`src/rtl/mat_pkg.sv`:
```
// Shared types, defaults and element-order mapping for the result drain.
// MAT_DRAIN_TRANSPOSE_EN selects column-major drain order.
package mat_pkg;

  localparam int MAT_N     = 6;
  localparam int MAT_W     = 27;
  localparam int MAT_OUT_W = 32;

  typedef enum logic [1:0] {
    IDLE,
    CAPTURE,
    STREAM,
    DONE
  } drain_state_t;

  // Step number -> element index of an n x n bank.
  function automatic logic [31:0] drain_map(
    input logic [31:0] s,
    input logic [31:0] n
  );
`ifdef MAT_DRAIN_TRANSPOSE_EN
    return (s % n) * n + (s / n);
`else
    return (s / n) * n + (s % n);
`endif
  endfunction

endpackage

```
`src/rtl/mat_result_drain.sv`:
```
// Snapshots an N x N result bank and streams it out over valid/ready.
// Element order follows MAT_DRAIN_TRANSPOSE_EN (see mat_pkg).
module mat_result_drain
  import mat_pkg::*;
#(
  parameter int N     = MAT_N,
  parameter int W     = MAT_W,
  parameter int OUT_W = MAT_OUT_W
) (
  input  logic                    clk,
  input  logic                    rst,
  input  logic                    start,
  input  logic [N*N*W-1:0]        result_in,
  input  logic                    out_ready,
  output logic                    out_valid,
  output logic [OUT_W-1:0]        out_data,
  output logic [$clog2(N*N)-1:0]  out_index,
  output logic                    out_last,
  output logic                    busy,
  output logic                    done,
  output logic                    start_err
);

  localparam int NN = N * N;
  localparam int IW = $clog2(NN);
  localparam logic [IW-1:0] LAST = IW'(NN - 1);

  drain_state_t   state_q, state_d;
  logic [IW-1:0]  cnt_q, cnt_d;
  logic           err_q, err_d;
  logic [NN*W-1:0] snap_q;

  logic [IW-1:0]  idx;
  logic [W-1:0]   elem;
  logic           valid;
  logic           last;
  logic           in_busy;

  assign idx     = IW'(drain_map(32'(cnt_q), 32'(N)));
  assign elem    = snap_q[idx*W +: W];
  assign valid   = (state_q == STREAM);
  assign last    = valid && (cnt_q == LAST);
  assign in_busy = (state_q == CAPTURE) || (state_q == STREAM);

  always_ff @(posedge clk) begin
    if (!rst) begin
      state_q <= IDLE;
      cnt_q   <= '0;
      err_q   <= 1'b0;
    end else begin
      state_q <= state_d;
      cnt_q   <= cnt_d;
      err_q   <= err_d;
    end
  end

  // Snapshot is data-only; reset leaves it as is.
  always_ff @(posedge clk) begin
    if (state_q == CAPTURE) begin
      snap_q <= result_in;
    end
  end

  always_comb begin
    state_d = state_q;
    cnt_d   = cnt_q;
    err_d   = err_q;
    if (start && in_busy) begin
      err_d = 1'b1;
    end
    unique case (state_q)
      IDLE: begin
        if (start) begin
          state_d = CAPTURE;
        end
      end
      CAPTURE: begin
        cnt_d   = '0;
        state_d = STREAM;
      end
      STREAM: begin
        if (out_ready) begin
          if (last) begin
            state_d = DONE;
          end else begin
            cnt_d = cnt_q + 1'b1;
          end
        end
      end
      DONE: begin
        state_d = IDLE;
      end
      default: begin
        state_d = IDLE;
      end
    endcase
  end

  assign out_valid = valid;
  assign out_data  = valid ? OUT_W'(signed'(elem)) : '0;
  assign out_index = valid ? idx : '0;
  assign out_last  = last;
  assign busy      = in_busy;
  assign done      = (state_q == DONE);
  assign start_err = err_q;

endmodule

```
`config.mk`:
```
export PLATFORM = sky130hd
export DESIGN_NAME = mat_result_drain
export DESIGN_NICKNAME = d
export VERILOG_FILES = /design/src/rtl/mat_pkg.sv /design/src/rtl/mat_result_drain.sv
export SDC_FILE = /design/constraint.sdc
export NUM_CORES = 1
export LEC_CHECK = 0
export ABC_CLOCK_PERIOD_IN_PS = 63000
export CAP_MARGIN = 5
export CORE_AREA = 2 2 402 404
export DETAILED_ROUTE_END_ITERATION = 8
export DIE_AREA = 0 0 404 406
export DONT_BUFFER_PORTS = 1
export GPL_ROUTABILITY_DRIVEN = 0
export PLACE_DENSITY_LB_ADDON = 0.2
export RECOVER_POWER = 50
export SLEW_MARGIN = 10
export SYNTH_ARGS = -nofsm -noshare
export SYNTH_HDL_FRONTEND = slang
export SYNTH_SLANG_ARGS = --single-unit
```
`constraint.sdc`:
```
create_clock -name clk -period 63 [get_ports clk]
set_clock_uncertainty 0.2 [all_clocks]
set_input_delay 15.75 -clock clk [delete_from_list [all_inputs] [get_ports clk]]
set_output_delay 15.75 -clock clk [all_outputs]
set_load 0.03 [all_outputs]
```
==> reports/results.ini <==
[global_route]
antenna_found_initial = 150
grt_max_degree = 165
grt_pass1_vias = 23978
grt_pass1_wl_mm = 215
grt_usage = 0.194
grt_overflow_total = 0

[pwr]
power.share.combinational = 0.158
ir_worst_vdd_mv = 0.0243
p_seq_frac = 0.524
internal_power_mw = 1.44
clkPwrFrac = 0.318
p_switching_mw = 0.577
power_per_cell_area_nw_per_um2 = 43.4
leakagePower_nw = 14.2
swShare = 0.287

[cts]
postCtsHoldBufs = 0
cts_buffer_depth = 3
htreeDepth = 3
clk_pin_slew_ps = 60
cts_buffers = 109
post_cts_buffers = 0
clkSinkCount = 981
ctsRootBufferMaster = clkbuf_16
post_cts_resized = 0
clk_latency_ps = 740
cts_tree = built

[synthesis]
yosys.area.top_type = edfxtp_1
synth_top_family_by_area = compound AO/OA/AOI/OAI gates
synthesis.nets = 3406
ys.flop_type = edfxtp_1
ys_ff_latch = 981
synthCells = 2412
synth_fa_ha_area_frac = 0.00626
synth-simple-area-share = 0.0630
ys_types = 75
synthXorXnorAreaFrac = 0.00324
synth-compound-area-share = 0.0892
yosysTopAreaCellShare = 0.727
synth_edf_count = 972
avgSynthCellArea_um2 = 16.6
synth_area_leaders = edfxtp_1 (73%), mux4_2 (4.7%), mux2i_1 (3.3%)
synthArstFlopShare = 0
yosys_warnings = 0
ys_seq_area_frac = 0.732
synth_area_um2 = 40100
synthMuxAreaShare = 0.0823

[timing]
max_slew.worst_pin.slew_ps = 8950
min_period_ps = 25940
fin_crit_sh = 0.412
maxSlewHeadroom = -4.97
rsz0062_at_grt = false
timing.fmax_mhz = 38.6
layout_setup_ws_ps = 37060
hold_viol = 0
slew_viol_final = 996
final-setup-viol-count = 0
tns_ps = 0

[die]
fp.dieH_um = 406
initial_utilization = 0.251
rows = 147
die_w_um = 404
die-area_um2 = 164000
io_pins = 1019
core_um2 = 160000

[route]
dr.pass1.iters = 6
ant_nets = 0
drtIter0Drc = 2554
via_per_inst = 5.20
drc = 0
routedWlPerCell_um = 35.5
num_vias = 24267
routed_wl_mm = 165

[critical_path]
worstPathMaxFanout = 40
arrival_ps = 9990
r2r_cells = 5
r2r_slack_ps = 47540
cp-start-kind = flop
cp_slowest_cell = a221oi_1
reg2reg_from = state_q[1]
worstPathRequired_ps = 47050
crit_chain = inv_1, ha_1, a31o_1, a41oi_4, a21oi_1, or3_1, a21oi_1, inv_1, ha_1, or4_1, a211oi_2, a211oi_4, buf_4, nand3_4, buf_4, buf_4, buf_4, mux4_2, and2_1, a221oi_1, a211oi_1, buf_4
crit_path_end_kind = primary output
critical_path_class = reg -> out
cp_common_cell = buf_4
r2r_end = snap_q[831]
max_stage_delay_ps = 960

[place]
preCtsSetupSlack_ps = 37550
dpl.hpwl_mm = 123
dpl.cell_count = 4393
port_buffers = 0

[min_path]
worstHoldStart = state_q[1]
min_path_cells = 2
hold_path_end = state_q[1]
min_path_type = reg -> reg

[final_layout]
drive_gt1_frac = 0.155
fin_nets = 3413
syn2layout_area_growth_pct = 15.6
most-common-layout-cells = edfxtp_1 (972), mux2i_1 (131), nand2_1 (126)
fin_util = 0.291
final_cells = 4667
final_common_cell = edfxtp_1

[flow_run]
drv_cap = 12

[outcome]
outcome = complete, but fails checks
violations = max-capacitance violations, max-slew violations

synth_stat cells, drive strengths merged (6+ instances only):
library cell,count
a221oi,25
nor4,51
edfxtp,972
o311a,25
nand2b,7
nor2,101
o21ai,34
nor3,28
nand3,83
nand2,133
a211oi,55
mux2,9
mux2i,131
xor2,6
nand4,29
and2,57
dfxtp,9
a311oi,26
xnor2,8
clkbuf,106
o31ai,28
o22ai,25
a41oi,26
o2111ai,28
buf,77
a21oi,67
ha,16
inv,10
a211o,26
a31oi,51
o32ai,25
mux4,84
logic make-up (layout without fill, tap and decap cells):
kind of cell | after synthesis | after routing
simple gates | 514 | 514
other cells | 0 | 73
mux | 224 | 224
compound gates | 467 | 467
buf+inv | 193 | 289
fa+ha+maj | 19 | 19
flops | 981 | 981
xor+xnor | 14 | 14
worst max path at each step:
stage	from	endpoint	slack (ps)	cells after the start
after floorplan	state_q[0]	cnt_q[5]	37670	6
after global placement	cnt_q[0]	out_data[8]	37650	21
after detailed placement	cnt_q[0]	out_data[8]	37550	21
after CTS	cnt_q[0]	out_data[8]	36760	21
after global routing	cnt_q[0]	out_data[20]	36560	22
final	cnt_q[0]	out_data[20]	37060	22
worst max-delay path, delay by kind of cell (launching register included):
kind	cells	cell delay [ps]
flip-flops	1	760
AO/OA/AOI/OAI	8	2610
multiplexers	1	390
buffers and inverters	7	2970
AND/OR/NAND/NOR	4	1490
adder cells (fa/ha/maj)	2	870
per-layer routing:
metal / wire, um / part of all wire / global-route usage
met3: 15000 / 0.090 / 0.0659
met5: 642 / 0.0039 / 0
met4: 4160 / 0.025 / 0.0520
met2: 81000 / 0.49 / 0.323
met1: 64700 / 0.39 / 0.239
sequential cells by signal (all words and copies together) (netlist names):
name,flops
start_err,1
cnt_q,6
state_q,2
snap_q,972
stage by stage:
step / total power, mW / area [um^2] / hold WS, ps
floorplan: 1.45 / 40100 / 328
global placement: 1.35 / 42700 / 345
detailed placement: 1.36 / 42800 / 379
CTS: 2.00 / 46300 / 386
global route: 2.09 / 46300 / 400
finish: 2.01 / 46400 / 388
final cells by class:
type | instances | area (um^2)
inverters | 10 | 37.5
repair buffers | 79 | 597
well taps | 2086 | 2610
fillers | 15872 | 113000
clock inverters | 68 | 674
flip-flops and latches | 981 | 29400
multi-input cells | 1238 | 10100
clock buffers | 132 | 2880
diodes | 73 | 183
power by group through the flow:
stage / Sequential [mW] / Combinational, mW / Clock [mW]
after floorplan: 1.25 / 0.206 / 0
after global placement: 1.02 / 0.323 / 0
after detailed placement: 1.03 / 0.329 / 0
after CTS: 1.02 / 0.329 / 0.658
after global routing: 1.07 / 0.341 / 0.679
final: 1.05 / 0.317 / 0.641
(Power assumes the default switching activity.)
